--- src/rtl/id_ex_stage_pkg.sv ---
// Shared MIPS decode definitions: opcodes, ALUOp classes, the control bundle
// carried through ID/EX, and the operand-use rules needed for hazard checks.
package id_ex_stage_pkg;

    localparam logic [5:0] OP_R_TYPE = 6'b000000;
    localparam logic [5:0] OP_J      = 6'b000010;
    localparam logic [5:0] OP_JAL    = 6'b000011;
    localparam logic [5:0] OP_BEQ    = 6'b000100;
    localparam logic [5:0] OP_BNE    = 6'b000101;
    localparam logic [5:0] OP_ADDI   = 6'b001000;
    localparam logic [5:0] OP_SLTI   = 6'b001010;
    localparam logic [5:0] OP_ANDI   = 6'b001100;
    localparam logic [5:0] OP_ORI    = 6'b001101;
    localparam logic [5:0] OP_LW     = 6'b100011;
    localparam logic [5:0] OP_SW     = 6'b101011;

    typedef enum logic [1:0] {
        ALU_ADD   = 2'b00,
        ALU_SUB   = 2'b01,
        ALU_FUNCT = 2'b10,
        ALU_IMM   = 2'b11
    } aluop_e;

    typedef struct packed {
        logic   reg_dst;
        logic   alu_src;
        logic   mem_to_reg;
        logic   reg_write;
        logic   mem_read;
        logic   mem_write;
        logic   branch;
        logic   jump;
        aluop_e alu_op;
    } ctrl_t;

    // Only the jumps ignore rs; rt is a source for R-type, branches and stores.
    function automatic logic uses_rs(input logic [5:0] opcode);
        return (opcode != OP_J) && (opcode != OP_JAL);
    endfunction

    function automatic logic uses_rt(input logic [5:0] opcode);
        return (opcode == OP_R_TYPE) || (opcode == OP_BEQ) ||
               (opcode == OP_BNE)    || (opcode == OP_SW);
    endfunction

endpackage

--- src/rtl/id_ex_stage_if.sv ---
// Decode-side inputs and EX-side outputs of the ID/EX stage, with pipeline
// control (flush, hold, stall) and the bubble statistics counter.
interface id_ex_stage_if #(
    parameter int DATA_W = 32,
    parameter int REG_W  = 5,
    parameter int CNT_W  = 16
);
    logic              id_valid;
    logic [5:0]        id_opcode, id_funct;
    logic              id_RegDst, id_ALUSrc, id_MemtoReg, id_RegWrite;
    logic              id_MemRead, id_MemWrite, id_Branch, id_Jump;
    logic [1:0]        id_ALUOp;
    logic [DATA_W-1:0] id_pc4, id_rs_data, id_rt_data, id_imm;
    logic [REG_W-1:0]  id_rs, id_rt, id_rd;
    logic              flush, hold;

    logic              ex_valid;
    logic [5:0]        ex_opcode, ex_funct;
    logic              ex_RegDst, ex_ALUSrc, ex_MemtoReg, ex_RegWrite;
    logic              ex_MemRead, ex_MemWrite, ex_Branch, ex_Jump;
    logic [1:0]        ex_ALUOp;
    logic [DATA_W-1:0] ex_pc4, ex_rs_data, ex_rt_data, ex_imm;
    logic [REG_W-1:0]  ex_rs, ex_rt, ex_rd;
    logic              stall_if;
    logic [CNT_W-1:0]  bubble_cnt;

    modport master (
        output id_valid, id_opcode, id_funct, id_RegDst, id_ALUSrc, id_MemtoReg, id_RegWrite,
               id_MemRead, id_MemWrite, id_Branch, id_Jump, id_ALUOp, id_pc4, id_rs_data,
               id_rt_data, id_imm, id_rs, id_rt, id_rd, flush, hold,
        input  ex_valid, ex_opcode, ex_funct, ex_RegDst, ex_ALUSrc, ex_MemtoReg, ex_RegWrite,
               ex_MemRead, ex_MemWrite, ex_Branch, ex_Jump, ex_ALUOp, ex_pc4, ex_rs_data,
               ex_rt_data, ex_imm, ex_rs, ex_rt, ex_rd, stall_if, bubble_cnt
    );

    modport slave (
        input  id_valid, id_opcode, id_funct, id_RegDst, id_ALUSrc, id_MemtoReg, id_RegWrite,
               id_MemRead, id_MemWrite, id_Branch, id_Jump, id_ALUOp, id_pc4, id_rs_data,
               id_rt_data, id_imm, id_rs, id_rt, id_rd, flush, hold,
        output ex_valid, ex_opcode, ex_funct, ex_RegDst, ex_ALUSrc, ex_MemtoReg, ex_RegWrite,
               ex_MemRead, ex_MemWrite, ex_Branch, ex_Jump, ex_ALUOp, ex_pc4, ex_rs_data,
               ex_rt_data, ex_imm, ex_rs, ex_rt, ex_rd, stall_if, bubble_cnt
    );
endinterface

--- src/rtl/id_ex_stage_hazard_detect.sv ---
// Load-use hazard check: a valid load in EX whose destination rt is read by
// the instruction currently in decode.
module id_ex_stage_hazard_detect
    import id_ex_stage_pkg::*;
#(
    parameter int REG_W = 5
) (
    input  logic [5:0]       id_opcode,
    input  logic [REG_W-1:0] id_rs,
    input  logic [REG_W-1:0] id_rt,
    input  logic             id_valid,
    input  logic             ex_mem_read,
    input  logic [REG_W-1:0] ex_rt,
    input  logic             ex_valid,
    output logic             luh
);
    logic rs_hit, rt_hit;

    always_comb begin
        rs_hit = uses_rs(id_opcode) && (id_rs == ex_rt);
        rt_hit = uses_rt(id_opcode) && (id_rt == ex_rt);
        // A load into $0 produces nothing to wait for.
        luh    = ex_valid && ex_mem_read && (ex_rt != '0) && id_valid && (rs_hit || rt_hit);
    end
endmodule

--- src/rtl/id_ex_stage.sv ---
// ID/EX pipeline register with load-use bubble insertion, flush/hold control
// and a saturating count of inserted bubbles.
module id_ex_stage
    import id_ex_stage_pkg::*;
#(
    parameter int DATA_W = 32,
    parameter int REG_W  = 5,
    parameter int CNT_W  = 16
) (
    input logic          clk,
    input logic          reset,
    id_ex_stage_if.slave bus
);
    ctrl_t             id_ctrl, ctrl_p1;
    logic              vld_p1;
    logic [5:0]        opcode_p1, funct_p1;
    logic [DATA_W-1:0] pc4_p1, rs_data_p1, rt_data_p1, imm_p1;
    logic [REG_W-1:0]  rs_p1, rt_p1, rd_p1;
    logic [CNT_W-1:0]  cnt_p1;
    logic              luh, insert_bubble, count_bubble;

    function automatic logic [CNT_W-1:0] sat_inc(input logic [CNT_W-1:0] value);
        return (value == '1) ? value : value + CNT_W'(1);
    endfunction

    // Invalid decode slots carry no side effects into EX.
    always_comb begin
        id_ctrl = '0;
        if (bus.id_valid) begin
            id_ctrl.reg_dst    = bus.id_RegDst;
            id_ctrl.alu_src    = bus.id_ALUSrc;
            id_ctrl.mem_to_reg = bus.id_MemtoReg;
            id_ctrl.reg_write  = bus.id_RegWrite;
            id_ctrl.mem_read   = bus.id_MemRead;
            id_ctrl.mem_write  = bus.id_MemWrite;
            id_ctrl.branch     = bus.id_Branch;
            id_ctrl.jump       = bus.id_Jump;
            id_ctrl.alu_op     = aluop_e'(bus.id_ALUOp);
        end
    end

    id_ex_stage_hazard_detect #(.REG_W(REG_W)) u_hazard (
        .id_opcode   (bus.id_opcode),
        .id_rs       (bus.id_rs),
        .id_rt       (bus.id_rt),
        .id_valid    (bus.id_valid),
        .ex_mem_read (ctrl_p1.mem_read),
        .ex_rt       (rt_p1),
        .ex_valid    (vld_p1),
        .luh         (luh)
    );

    assign count_bubble  = luh && !bus.flush && !bus.hold;
    assign insert_bubble = bus.flush || count_bubble;
    assign bus.stall_if  = count_bubble && !reset;

    // ID -> EX boundary: flush beats hold beats load-use beats advance.
    always_ff @(posedge clk) begin
        if (reset) begin
            ctrl_p1    <= '0;
            vld_p1     <= 1'b0;
            opcode_p1  <= '0;
            funct_p1   <= '0;
            pc4_p1     <= '0;
            rs_data_p1 <= '0;
            rt_data_p1 <= '0;
            imm_p1     <= '0;
            rs_p1      <= '0;
            rt_p1      <= '0;
            rd_p1      <= '0;
        end else if (insert_bubble) begin
            ctrl_p1 <= '0;
            vld_p1  <= 1'b0;
        end else if (!bus.hold) begin
            ctrl_p1    <= id_ctrl;
            vld_p1     <= bus.id_valid;
            opcode_p1  <= bus.id_opcode;
            funct_p1   <= bus.id_funct;
            pc4_p1     <= bus.id_pc4;
            rs_data_p1 <= bus.id_rs_data;
            rt_data_p1 <= bus.id_rt_data;
            imm_p1     <= bus.id_imm;
            rs_p1      <= bus.id_rs;
            rt_p1      <= bus.id_rt;
            rd_p1      <= bus.id_rd;
        end
    end

    always_ff @(posedge clk) begin
        if (reset) begin
            cnt_p1 <= '0;
        end else if (count_bubble) begin
            cnt_p1 <= sat_inc(cnt_p1);
        end
    end

    assign bus.ex_valid    = vld_p1;
    assign bus.ex_opcode   = opcode_p1;
    assign bus.ex_funct    = funct_p1;
    assign bus.ex_RegDst   = ctrl_p1.reg_dst;
    assign bus.ex_ALUSrc   = ctrl_p1.alu_src;
    assign bus.ex_MemtoReg = ctrl_p1.mem_to_reg;
    assign bus.ex_RegWrite = ctrl_p1.reg_write;
    assign bus.ex_MemRead  = ctrl_p1.mem_read;
    assign bus.ex_MemWrite = ctrl_p1.mem_write;
    assign bus.ex_Branch   = ctrl_p1.branch;
    assign bus.ex_Jump     = ctrl_p1.jump;
    assign bus.ex_ALUOp    = ctrl_p1.alu_op;
    assign bus.ex_pc4      = pc4_p1;
    assign bus.ex_rs_data  = rs_data_p1;
    assign bus.ex_rt_data  = rt_data_p1;
    assign bus.ex_imm      = imm_p1;
    assign bus.ex_rs       = rs_p1;
    assign bus.ex_rt       = rt_p1;
    assign bus.ex_rd       = rd_p1;
    assign bus.bubble_cnt  = cnt_p1;
endmodule
--- src/flat_wrapper.sv ---
// flat-port wrapper written by rule: the top's interface ports become plain ports
module id_ex_stage_flat import id_ex_stage_pkg::*;
#(
    parameter int DATA_W = 32,
    parameter int REG_W  = 5,
    parameter int CNT_W  = 16
)
  (clk, reset, bus_id_valid, bus_id_opcode, bus_id_funct, bus_id_RegDst, bus_id_ALUSrc, bus_id_MemtoReg, bus_id_RegWrite, bus_id_MemRead, bus_id_MemWrite, bus_id_Branch, bus_id_Jump, bus_id_ALUOp, bus_id_pc4, bus_id_rs_data, bus_id_rt_data, bus_id_imm, bus_id_rs, bus_id_rt, bus_id_rd, bus_flush, bus_hold, bus_ex_valid, bus_ex_opcode, bus_ex_funct, bus_ex_RegDst, bus_ex_ALUSrc, bus_ex_MemtoReg, bus_ex_RegWrite, bus_ex_MemRead, bus_ex_MemWrite, bus_ex_Branch, bus_ex_Jump, bus_ex_ALUOp, bus_ex_pc4, bus_ex_rs_data, bus_ex_rt_data, bus_ex_imm, bus_ex_rs, bus_ex_rt, bus_ex_rd, bus_stall_if, bus_bubble_cnt);
  id_ex_stage_if #(.DATA_W(DATA_W), .REG_W(REG_W), .CNT_W(CNT_W)) bus_i ();
  input logic clk;
  input logic reset;
  input wire logic [$bits(bus_i.id_valid)-1:0] bus_id_valid;
  input wire logic [$bits(bus_i.id_opcode)-1:0] bus_id_opcode;
  input wire logic [$bits(bus_i.id_funct)-1:0] bus_id_funct;
  input wire logic [$bits(bus_i.id_RegDst)-1:0] bus_id_RegDst;
  input wire logic [$bits(bus_i.id_ALUSrc)-1:0] bus_id_ALUSrc;
  input wire logic [$bits(bus_i.id_MemtoReg)-1:0] bus_id_MemtoReg;
  input wire logic [$bits(bus_i.id_RegWrite)-1:0] bus_id_RegWrite;
  input wire logic [$bits(bus_i.id_MemRead)-1:0] bus_id_MemRead;
  input wire logic [$bits(bus_i.id_MemWrite)-1:0] bus_id_MemWrite;
  input wire logic [$bits(bus_i.id_Branch)-1:0] bus_id_Branch;
  input wire logic [$bits(bus_i.id_Jump)-1:0] bus_id_Jump;
  input wire logic [$bits(bus_i.id_ALUOp)-1:0] bus_id_ALUOp;
  input wire logic [$bits(bus_i.id_pc4)-1:0] bus_id_pc4;
  input wire logic [$bits(bus_i.id_rs_data)-1:0] bus_id_rs_data;
  input wire logic [$bits(bus_i.id_rt_data)-1:0] bus_id_rt_data;
  input wire logic [$bits(bus_i.id_imm)-1:0] bus_id_imm;
  input wire logic [$bits(bus_i.id_rs)-1:0] bus_id_rs;
  input wire logic [$bits(bus_i.id_rt)-1:0] bus_id_rt;
  input wire logic [$bits(bus_i.id_rd)-1:0] bus_id_rd;
  input wire logic [$bits(bus_i.flush)-1:0] bus_flush;
  input wire logic [$bits(bus_i.hold)-1:0] bus_hold;
  output wire logic [$bits(bus_i.ex_valid)-1:0] bus_ex_valid;
  output wire logic [$bits(bus_i.ex_opcode)-1:0] bus_ex_opcode;
  output wire logic [$bits(bus_i.ex_funct)-1:0] bus_ex_funct;
  output wire logic [$bits(bus_i.ex_RegDst)-1:0] bus_ex_RegDst;
  output wire logic [$bits(bus_i.ex_ALUSrc)-1:0] bus_ex_ALUSrc;
  output wire logic [$bits(bus_i.ex_MemtoReg)-1:0] bus_ex_MemtoReg;
  output wire logic [$bits(bus_i.ex_RegWrite)-1:0] bus_ex_RegWrite;
  output wire logic [$bits(bus_i.ex_MemRead)-1:0] bus_ex_MemRead;
  output wire logic [$bits(bus_i.ex_MemWrite)-1:0] bus_ex_MemWrite;
  output wire logic [$bits(bus_i.ex_Branch)-1:0] bus_ex_Branch;
  output wire logic [$bits(bus_i.ex_Jump)-1:0] bus_ex_Jump;
  output wire logic [$bits(bus_i.ex_ALUOp)-1:0] bus_ex_ALUOp;
  output wire logic [$bits(bus_i.ex_pc4)-1:0] bus_ex_pc4;
  output wire logic [$bits(bus_i.ex_rs_data)-1:0] bus_ex_rs_data;
  output wire logic [$bits(bus_i.ex_rt_data)-1:0] bus_ex_rt_data;
  output wire logic [$bits(bus_i.ex_imm)-1:0] bus_ex_imm;
  output wire logic [$bits(bus_i.ex_rs)-1:0] bus_ex_rs;
  output wire logic [$bits(bus_i.ex_rt)-1:0] bus_ex_rt;
  output wire logic [$bits(bus_i.ex_rd)-1:0] bus_ex_rd;
  output wire logic [$bits(bus_i.stall_if)-1:0] bus_stall_if;
  output wire logic [$bits(bus_i.bubble_cnt)-1:0] bus_bubble_cnt;
  assign bus_i.id_valid = bus_id_valid;
  assign bus_i.id_opcode = bus_id_opcode;
  assign bus_i.id_funct = bus_id_funct;
  assign bus_i.id_RegDst = bus_id_RegDst;
  assign bus_i.id_ALUSrc = bus_id_ALUSrc;
  assign bus_i.id_MemtoReg = bus_id_MemtoReg;
  assign bus_i.id_RegWrite = bus_id_RegWrite;
  assign bus_i.id_MemRead = bus_id_MemRead;
  assign bus_i.id_MemWrite = bus_id_MemWrite;
  assign bus_i.id_Branch = bus_id_Branch;
  assign bus_i.id_Jump = bus_id_Jump;
  assign bus_i.id_ALUOp = bus_id_ALUOp;
  assign bus_i.id_pc4 = bus_id_pc4;
  assign bus_i.id_rs_data = bus_id_rs_data;
  assign bus_i.id_rt_data = bus_id_rt_data;
  assign bus_i.id_imm = bus_id_imm;
  assign bus_i.id_rs = bus_id_rs;
  assign bus_i.id_rt = bus_id_rt;
  assign bus_i.id_rd = bus_id_rd;
  assign bus_i.flush = bus_flush;
  assign bus_i.hold = bus_hold;
  assign bus_ex_valid = bus_i.ex_valid;
  assign bus_ex_opcode = bus_i.ex_opcode;
  assign bus_ex_funct = bus_i.ex_funct;
  assign bus_ex_RegDst = bus_i.ex_RegDst;
  assign bus_ex_ALUSrc = bus_i.ex_ALUSrc;
  assign bus_ex_MemtoReg = bus_i.ex_MemtoReg;
  assign bus_ex_RegWrite = bus_i.ex_RegWrite;
  assign bus_ex_MemRead = bus_i.ex_MemRead;
  assign bus_ex_MemWrite = bus_i.ex_MemWrite;
  assign bus_ex_Branch = bus_i.ex_Branch;
  assign bus_ex_Jump = bus_i.ex_Jump;
  assign bus_ex_ALUOp = bus_i.ex_ALUOp;
  assign bus_ex_pc4 = bus_i.ex_pc4;
  assign bus_ex_rs_data = bus_i.ex_rs_data;
  assign bus_ex_rt_data = bus_i.ex_rt_data;
  assign bus_ex_imm = bus_i.ex_imm;
  assign bus_ex_rs = bus_i.ex_rs;
  assign bus_ex_rt = bus_i.ex_rt;
  assign bus_ex_rd = bus_i.ex_rd;
  assign bus_stall_if = bus_i.stall_if;
  assign bus_bubble_cnt = bus_i.bubble_cnt;
  id_ex_stage #(.DATA_W(DATA_W), .REG_W(REG_W), .CNT_W(CNT_W)) u_core (.clk(clk), .reset(reset), .bus(bus_i));
endmodule
--- config.mk ---
export PLATFORM = sky130hd
export DESIGN_NAME = id_ex_stage_flat
export DESIGN_NICKNAME = d
export VERILOG_FILES = /design/src/rtl/id_ex_stage_pkg.sv /design/src/rtl/id_ex_stage_if.sv /design/src/rtl/id_ex_stage_hazard_detect.sv /design/src/rtl/id_ex_stage.sv /design/src/flat_wrapper.sv
export SDC_FILE = /design/constraint.sdc
export NUM_CORES = 1
export LEC_CHECK = 0
export BUFFER_PORTS_ARGS = -buffer_cell sky130_fd_sc_hd__clkbuf_2
export CAP_MARGIN = 20
export CORE_MARGIN = 1
export CORE_UTILIZATION = 35
export CTS_CLUSTER_DIAMETER = 120
export DETAILED_ROUTE_END_ITERATION = 8
export GPL_TIMING_DRIVEN = 0
export PLACE_DENSITY = 0.67
export SLEW_MARGIN = 20
export SYNTH_ARGS = -nofsm -noshare
export SYNTH_HDL_FRONTEND = slang
export SYNTH_HIERARCHICAL = 1
export SYNTH_SLANG_ARGS = --single-unit
--- constraint.sdc ---
create_clock -name clk -period 3.9 [get_ports clk]
set_input_delay 0.585 -clock clk [delete_from_list [all_inputs] [get_ports clk]]
set_output_delay 0.585 -clock clk [all_outputs]
set_load 0.05 [all_outputs]
=== Word level (Yosys, flattened, before mapping) ===
Index checks and enable logic that the tools add are counted.

* Flip-flop bits (word level): 182
* Output and inout bits: 183
* Word-level logic and storage cells: 56

* Add/subtract/negate cells: 1
* Muxes and demuxes: 1
* Equality and inequality tests: 8
* Reduce and logical (&&, ||, !) cells: 23
* Bitwise logic cells: 3

{| class="wikitable"
|+ Operator list
! cell !! number
|-
| $add A16 B1 Y16 const B || 1
|-
| $eq A16 B16 Y1 const B || 1
|-
| $eq A6 B3 Y1 const B || 2
|-
| $ne A6 B2 Y1 const B || 2
|-
| $eq A5 B5 Y1 || 2
|-
| $logic_and A1 B1 Y1 || 10
|-
| $mux W10 || 1
|-
| $eq A6 B6 Y1 const B || 1
|-
| $logic_not A6 Y1 || 1
|-
| $logic_or A1 B1 Y1 || 5
|-
| $reduce_bool A5 Y1 || 1
|-
| $reduce_and A2 Y1 || 2
|-
| $logic_not A1 Y1 || 3
|-
| $not A1 Y1 || 3
|-
| $reduce_or A2 Y1 || 1
|}

=== Longest topological paths before layout ===
Gate-level depths: netlist of run 1.

* Depth in word-level cells: 12
* Gate-level depth with buffers: 9
* Depth with buffers taken out: 8

=== By module ===
Netlist of run 1, hierarchy kept.

{| class="wikitable"
|+ By module, submodules not included
! module !! cells an instance !! times used !! area an instance (sq um)
|-
| id_ex_stage || 813 || 1 || 6466.2
|-
| id_ex_stage_hazard_detect || 21 || 1 || 166.4
|}

=== Least setup slack after synthesis of run 1 ===
No wires, ideal clock.

* Path kind: in2out
* Start: input bus_id_opcode[1]
* End: output bus_stall_if
* Slack: 0.424 ns
* Stages: 6
* Data required time: 3.315 ns
* Data arrival time: 2.891 ns
* Cell sequence: or4_1 -> a2111o_1 -> a21oi_1 -> or3b_4 -> buf_6 -> nor2_1

* Cells in the longest elaborated chain, start to end: 10
* Elaborated cells between the ends (all ways): 17
* Classes of those cells: 5 x eq/ne; 12 x reduce/logical

{| class="wikitable"
|+ RTL lines
! what !! line !! source
|-
| start, declared || flat_wrapper.sv:13 || <nowiki>input wire logic [$bits(bus_i.id_opcode)-1:0] bus_id_opcode;</nowiki>
|-
| $eq A6 B3 Y1 / $logic_not A6 Y1 (equally long branches) || id_ex_stage_pkg.sv:42 || <nowiki>return (opcode == OP_R_TYPE) || (opcode == OP_BEQ) ||</nowiki>
|-
| $logic_or A1 B1 Y1 (2 in series) || id_ex_stage_pkg.sv:42 ||
|-
| $logic_or A1 B1 Y1 || id_ex_stage_pkg.sv:43 || <nowiki>(opcode == OP_BNE) || (opcode == OP_SW);</nowiki>
|-
| $logic_and A1 B1 Y1 || id_ex_stage_hazard_detect.sv:21 || <nowiki>rt_hit = uses_rt(id_opcode) && (id_rt == ex_rt);</nowiki>
|-
| $logic_or A1 B1 Y1 * || id_ex_stage_hazard_detect.sv:23 || <nowiki>luh = ex_valid && ex_mem_read && (ex_rt != '0) && id_valid && (rs_hit || rt_hit);</nowiki>
|-
| $logic_and A1 B1 Y1 * || id_ex_stage_hazard_detect.sv:23 ||
|-
| via u_core.luh || id_ex_stage.sv:20 || <nowiki>logic luh, insert_bubble, count_bubble;</nowiki>
|-
| $logic_and A1 B1 Y1 * (2 in series) || id_ex_stage.sv:53 || <nowiki>assign count_bubble = luh && !bus.flush && !bus.hold;</nowiki>
|-
| $logic_and A1 B1 Y1 * || id_ex_stage.sv:55 || <nowiki>assign bus.stall_if = count_bubble && !reset;</nowiki>
|-
| end, declared || flat_wrapper.sv:52 || <nowiki>output wire logic [$bits(bus_i.stall_if)-1:0] bus_stall_if;</nowiki>
|}

Mark *: on every way through the listed nets, which the timed path passes. The rest lies on a longest branch.

=== Worst setup path after layout of run 1 ===
Same ends and word-level chain as after synthesis.

==> Flow_metrics.wiki, run 1 <==
{| class="wikitable"
! Metric !! Value
|-
| Share of synthesized cell area in and, or, nand and nor gates || 0.239
|-
| Post-synthesis register bit count || ~180
|-
| Die extent in x || roughly 140 um
|-
| CP required || ~3.3 ns
|-
| Power density over cell area || approximately 480 nW/um2
|-
| Final design area excluding fillers || around 9300 um2
|-
| Prevailing post-synth register cell || dfxtp_1
|-
| Portion of the post-synthesis area used by sequential elements || 0.549
|-
| First-pass GRT wire length || 32.9 mm
|-
| Combinational family with the most area after synthesis || simple AND/OR/NAND/NOR gates
|-
| Startpoint kind of the worst setup timing path || input port
|-
| Synthesized area || 6630 um2
|-
| CTS sink cnt || about 180
|-
| Hold/Removal Path Class || in2reg
|-
| Worst setup path start || bus_id_opcode[1]
|-
| Cells along the critical path || clkbuf_2 > or4_1 > a2111o_1 > a21oi_1 > or3b_4 > buf_6 > nor2_1 > clkbuf_2
|-
| Clock buffers created by TritonCTS || 17
|-
| Initial Utilization || 0.363
|-
| Area fraction in compound gates after synthesis || 0.154
|-
| Share of synthesized cell area in full adder, half adder and majority cells || 0.00189
|-
| Fraction of power consumed by the clock network || 0.411
|-
| Cell area after placement || between 8000 and 9000 um2
|-
| GPL Wtd Cong || between 0.8 and 0.9
|-
| First-pass iteration count of the detailed router || 5
|-
| Number of buffers inserted by post-CTS setup repair || 0
|-
| Proportion of power drawn by flip-flops and latches || 0.444
|-
| Port Buf Inserts || approximately 350
|-
| Outcome || finished clean
|-
| Source-to-sink clock delay at the later pin of the worst-skew pair || approximately 0.42 ns
|-
| Number of nets with antenna violations after detailed routing || 0
|-
| Initial antenna violation count || 0
|-
| Rel. slew slack || 0.487
|-
| Cell Int Power || approximately 3.2 mW
|-
| Post-synthesis share of cell area spent on xor and xnor gates || 0.0145
|-
| Estimated wirelength of the detail-placed design || between 15 and 20 mm
|-
| Fraction of layout instances using a drive strength above 1 || 0.321
|-
| RSZ-0062 raised after global routing || no
|-
| Number of buffers added to fix hold violations after cts || 0
|-
| LEAKAGE || about 4.1 nW
|-
| Max Fclk || between 0.2 and 0.3 GHz
|-
| CTS H-Tree Depth || 4
|-
| Post-cts sizing count || 0
|-
| Max-slew violation count || 0
|-
| Final-report hold violation count || 0
|-
| Worst supply voltage drop on vdd || 0.285 mV
|-
| Number of flops mapped to enable cells by yosys || 0
|-
| Global Route Usage Sum || 0.216
|-
| Average vias per placed instance || around 4.8
|-
| Diode insertion count for antenna repair || 0
|-
| Wire length per cell || 15.0 um
|-
| Maximum net fanout on the critical path || 10
|-
| Number of warnings issued by yosys || 6
|-
| Number of instances in the synthesized netlist || between 800 and 900
|-
| Critical path's largest stage delay || 0.52 ns
|-
| Root Driver || clkbuf_16
|-
| Via count of the first global-routing pass || between 6k and 7k
|-
| Pin count of the biggest net entering global routing || 18
|-
| Area of the core || between 15,000 and 20,000 um2
|-
| Count of routing violations after the opening detailed-route iteration || 308
|-
| Switching power of the nets || between 1 and 1.5 mW
|-
| Class of the most critical setup path || in2out
|-
| Sw Ratio || 0.291
|-
| Share of the clock period used by the worst path || 0.886
|-
| Post-detailed-routing wire length || ~22 mm
|-
| Bufs on Longest Clock Path || 2
|-
| Register clock-pin slew on the reported worst setup and hold paths || around 0.07 ns
|-
| Residual DRC || 0
|-
| Synthesized net count || 1,005
|-
| DR vias || about 7k
|-
| Cell with the largest stage delay on the worst path || or4_1
|-
| Total number of nets in the final design || 1,376
|-
| Buf/Inv on CP || 3
|-
| Critical path capture point type || output port
|-
| Number of I/O pins || about 350
|-
| Part of the total power dissipated in combinational logic || 0.146
|-
| Post-synth cell types || 32
|-
| Arrival time reported for the critical path endpoint || between 2 and 3 ns
|-
| Post-synthesis area per instance || 7.95 um2
|-
| Congestion Overflow GR || 0
|-
| DIE HEIGHT || around 140 um
|-
| R2r startpoint || u_core/bus.ex_rt[4]$_SDFFE_PP0P_
|-
| Top cell family by delay on the critical path || simple AND/OR/NAND/NOR gates
|-
| Tmin final || 3.45 ns
|-
| Layout-stage area growth over the synthesis result || 40.3%
|-
| Dominant cell type by count on the critical path || clkbuf_2
|-
| Die Footprint || 19,500 um2
|-
| Max capacitance violation total || 0
|-
| Critical hold path startpoint || bus_id_imm[21]
|-
| Fraction of registers with async set or reset after synthesis || 0
|-
| Mux contribution to synthesized area || 0.00509
|-
| Row cnt || about 50
|-
| Final setup violation count || 0
|-
| Worst Tran Pin Value || 0.769 ns
|-
| Clk_skew || approximately 0.0085 ns
|-
| TritonCTS clock tree || built
|-
| Post-route setup TNS || 0 ns
|}
state kept, by name, indices dropped and copies added (netlist names), 2 cells and up:
name / flops
u_core/bus.ex_rd: 5
u_core/bus.ex_opcode: 6
u_core/bus.ex_rt: 5
u_core/bus.ex_funct: 6
u_core/bus.ex_rs: 5
u_core/bus.bubble_cnt: 16
u_core/bus.ex_imm: 32
u_core/bus.ex_pc4: 32
u_core/bus.ex_rt_data: 32
u_core/bus.ex_ALUOp: 2
u_core/bus.ex_rs_data: 32
cells by family (layout without fill, tap and decap cells):
family | after synthesis | after routing
DFF | 182 | 182
muxes | 3 | 3
AOI/OAI and AO/OA | 193 | 193
buffers and inverters | 61 | 445
xor gates and xnor gates | 11 | 11
and+or+nand+nor | 383 | 383
adders and majority gates | 1 | 1
worst paths after layout:
check                                    endpoint  slack [ns]  depth (start not counted)
max reg2reg  u_core/bus.ex_opcode[3]$_SDFFE_PP0P_        0.91                          8
max                                  bus_stall_if        0.45                          8
min            u_core/bus.ex_imm[21]$_SDFFE_PP0P_        0.37                          3
min reg2reg    u_core/bus.ex_pc4[27]$_SDFFE_PP0P_        0.45                          2
routing by layer:
metal	up-vias	global-route usage	share of wire
met5	-	0	0
met4	0	0.0798	0.017
met3	25	0.0616	0.069
met2	250	0.372	0.49
met1	3197	0.256	0.42
li1	3525	-	-
worst reg2reg max path, cell delays in order (launching register included):
cell,delay (ns)
dfxtp_1,0.38
or4_1,0.55
o2111ai_1,0.22
a21oi_1,0.11
nor3_1,0.35
clkbuf_1,0.53
clkbuf_1,0.51
nand2_1,0.14
a21oi_1,0.13
synth_stat cells (6+ instances only):
cell	count	area, um2
nand2_1	315	1180
dfxtp_1	182	3640
a21oi_1	168	841
clkbuf_1	47	176
nor2_1	17	63.8
a22oi_1	10	75.1
buf_1	9	33.8
nand4_1	8	50.1
or4_1	8	60.1
xnor2_1	8	70.1
o31ai_1	6	45.0
or3_1	6	37.5
cells in the final DEF (no fill, tap or decap), types with 9 or more instances in the layout:
cell type	Yosys	routed
a22oi_1	10	10
nor2_1	17	17
buf_1	9	9
clkbuf_2	0	352
nand2_1	315	315
dfxtp_1	182	182
clkbuf_16	0	17
clkbuf_1	47	48
a21oi_1	168	168
cell type report:
cell class	count	area (um2)
buffer	59	231
clock buffer	19	443
clock inverter	13	183
fill	1897	8960
inverter	2	7.51
multi-input combinational	591	2750
sequential	182	3640
tap	229	287
timing repair buffer	352	1760
stage by stage:
step / setup slack (ns) / power (mW) / hold WS (ns) / utilization / cells
2_1_floorplan: 0.424 / 2.44 / 0.675 / - / 834
3_3_place_gp: 0.350 / 2.67 / 0.442 / 0.475 / 1415
3_5_place_dp: 0.323 / 2.67 / 0.445 / 0.475 / 1415
4_1_cts: 0.418 / 4.51 / 0.344 / 0.509 / 1447
5_1_grt: 0.301 / 4.63 / 0.350 / 0.509 / 1447
6_report: 0.446 / 4.45 / 0.374 / 0.509 / 1447
power groups by stage:
| stage | Sequential, mW | Clock [mW] | Combinational, mW |
|---|---|---|---|
| 2_1_floorplan | 2.27 | 0 | 0.163 |
| 3_3_place_gp | 2.02 | 0 | 0.651 |
| 3_5_place_dp | 2.02 | 0 | 0.654 |
| 4_1_cts | 1.98 | 1.88 | 0.656 |
| 5_1_grt | 1.98 | 1.95 | 0.697 |
| 6_report | 1.97 | 1.83 | 0.650 |
Power figures use the tool's default switching activity.
==> run 2: changes to the inputs <==
Settings changed: CELL_PAD_IN_SITES_DETAIL_PLACEMENT set to 1, CELL_PAD_IN_SITES_GLOBAL_PLACEMENT set to 2, CORE_UTILIZATION 35 to 23, PLACE_DENSITY 0.67 to 0.8.
==> Flow_metrics.wiki, run 2 (synthesized netlist as in run 1, its figures left out) <==
{| class="wikitable"
! Metric !! Value
|-
| R2R Setup Slk || roughly 0.89 ns
|-
| Share of the clock period used by the worst path || 0.895
|-
| CTS sink cnt || around 180
|-
| Rel. slew slack || 0.457
|-
| Max Fclk || about 0.29 GHz
|-
| Sw Ratio || 0.312
|-
| Total number of nets in the final design || 1,376
|-
| Tmin final || roughly 3.5 ns
|-
| Number of I/O pins || ~350
|-
| Layout-stage area growth over the synthesis result || 42.9%
|-
| Fraction of power consumed by the clock network || 0.409
|-
| GPL Wtd Cong || roughly 0.76
|-
| Cell Int Power || 3.06 mW
|-
| Fraction of layout instances using a drive strength above 1 || 0.322
|-
| Residual DRC || 0
|-
| Clock buffers created by TritonCTS || 17
|-
| Port Buf Inserts || between 300 and 400
|-
| Switching power of the nets || 1.39 mW
|-
| Bufs on Longest Clock Path || 2
|-
| Outcome || finished clean
|-
| Class of the most critical setup path || in2out
|-
| Number of buffers inserted by post-CTS setup repair || 0
|-
| Die Footprint || roughly 30,000 um2
|-
| Post-Layout Cell Count || about 1.6k
|-
| TritonCTS clock tree || built
|-
| Global Route Usage Sum || 0.169
|-
| Final setup violation count || 0
|-
| Worst Tran Pin Value || approximately 0.81 ns
|-
| Row cnt || roughly 60
|-
| Final-report hold violation count || 0
|-
| Clk_skew || around 0.020 ns
|-
| Number of nets with antenna violations after detailed routing || 0
|-
| CP required || about 3.3 ns
|-
| Wire length per cell || around 16 um
|-
| Leading cell type in the layout, fill and taps excluded || clkbuf_2
|-
| Initial Utilization || 0.236
|-
| Via count of the first global-routing pass || approximately 7k
|-
| Initial antenna violation count || 0
|-
| Source-to-sink clock delay at the later pin of the worst-skew pair || ~0.44 ns
|-
| First-pass GRT wire length || around 38 mm
|-
| Maximum net fanout on the critical path || 10
|-
| Number of buffers added to fix hold violations after cts || 0
|-
| Post-cts sizing count || 0
|-
| Arrival time reported for the critical path endpoint || between 2 and 3 ns
|-
| Power density over cell area || ~470 nW/um2
|-
| Startpoint kind of the worst setup timing path || input port
|-
| Leading cell types in the layout, fill and taps excluded || clkbuf_2 (352), nand2_1 (315), dfxtp_1 (182)
|-
| Part of the total power dissipated in combinational logic || 0.148
|-
| Root Driver || clkbuf_16
|-
| DR vias || roughly 7.0k
|-
| Max-slew violation count || 0
|-
| Inst Count DP || ~1.6k
|-
| CTS H-Tree Depth || 4
|-
| First-pass iteration count of the detailed router || 4
|-
| Hold WS || around 0.36 ns
|-
| Worst supply voltage drop on vdd || approximately 0.20 mV
|-
| Register clock-pin slew on the reported worst setup and hold paths || 0.09 ns
|-
| Critical path capture point type || output port
|-
| Count of routing violations after the opening detailed-route iteration || between 200 and 300
|-
| Estimated wirelength of the detail-placed design || 19.5 mm
|-
| Proportion of power drawn by flip-flops and latches || 0.444
|-
| Pin count of the biggest net entering global routing || 19
|-
| Average vias per placed instance || approximately 4.4
|-
| Area of the core || between 20,000 and 30,000 um2
|-
| DIE HEIGHT || about 170 um
|-
| RSZ-0062 raised after global routing || no
|-
| Post-route setup TNS || 0 ns
|-
| Hold/Removal Path Class || in2reg
|-
| Post-detailed-routing wire length || between 20 and 30 mm
|-
| Max capacitance violation total || 0
|-
| Congestion Overflow GR || 0
|-
| LEAKAGE || just over 4 nW
|-
| Die extent in x || ~170 um
|}
[run 2: area by class of cell]
cell class,count,area (um2)
diodes,1,2.50
plain buffers,59,231
clock buffers,19,453
clock inverters,13,153
fillers,3544,18600
inverters,2,7.51
multi-input cells,591,2750
flip-flops and latches,182,3640
well taps,378,473
repair buffers,352,1760
[run 2: power groups by stage]
stage	logic, mW	registers [mW]	clock network [mW]
global placement	0.666	2.02	0
detailed placement	0.668	2.02	0
CTS	0.670	1.98	1.89
global route	0.714	1.99	1.97
floorplan	0.163	2.27	0
finish	0.658	1.97	1.82
[run 2: critical path, stage by stage]
cell      delay, ns
clkbuf_2       0.11
or4_1          0.51
a2111o_1       0.43
a21oi_1        0.27
or3b_4         0.45
buf_6          0.16
nor2_1         0.09
clkbuf_2       0.29
[run 2: path summary, 6_finish.rpt]
kind / start / end / cells after the start
setup / recovery: bus_id_opcode[1] / bus_stall_if / 8
hold / removal: bus_id_imm[20] / u_core/bus.ex_imm[20]$_SDFFE_PP0P_ / 3
setup reg to reg: u_core/bus.ex_rt[3]$_SDFFE_PP0P_ / u_core/bus.ex_opcode[3]$_SDFFE_PP0P_ / 8
hold reg to reg: u_core/bus.ex_pc4[17]$_SDFFE_PP0P_ / u_core/bus.ex_pc4[17]$_SDFFE_PP0P_ / 2
[run 2: layer usage]
layer	share of wire	GRT usage	vias to the layer above
met5	0	0	-
li1	-	-	3516
met1	0.43	0.207	3228
met4	0.022	0.0558	0
met2	0.47	0.280	242
met3	0.081	0.0518	32
[run 2: stage by stage]
step                utilization  area, um2  total power [mW]  setup WS (ns)
finish                    0.337       9480              4.45          0.411
global route              0.337       9470              4.67          0.251
CTS                       0.337       9470              4.54          0.380
detailed placement        0.316       8870              2.69          0.148
global placement          0.316       8870              2.68          0.192
floorplan                     -       6630              2.44          0.424
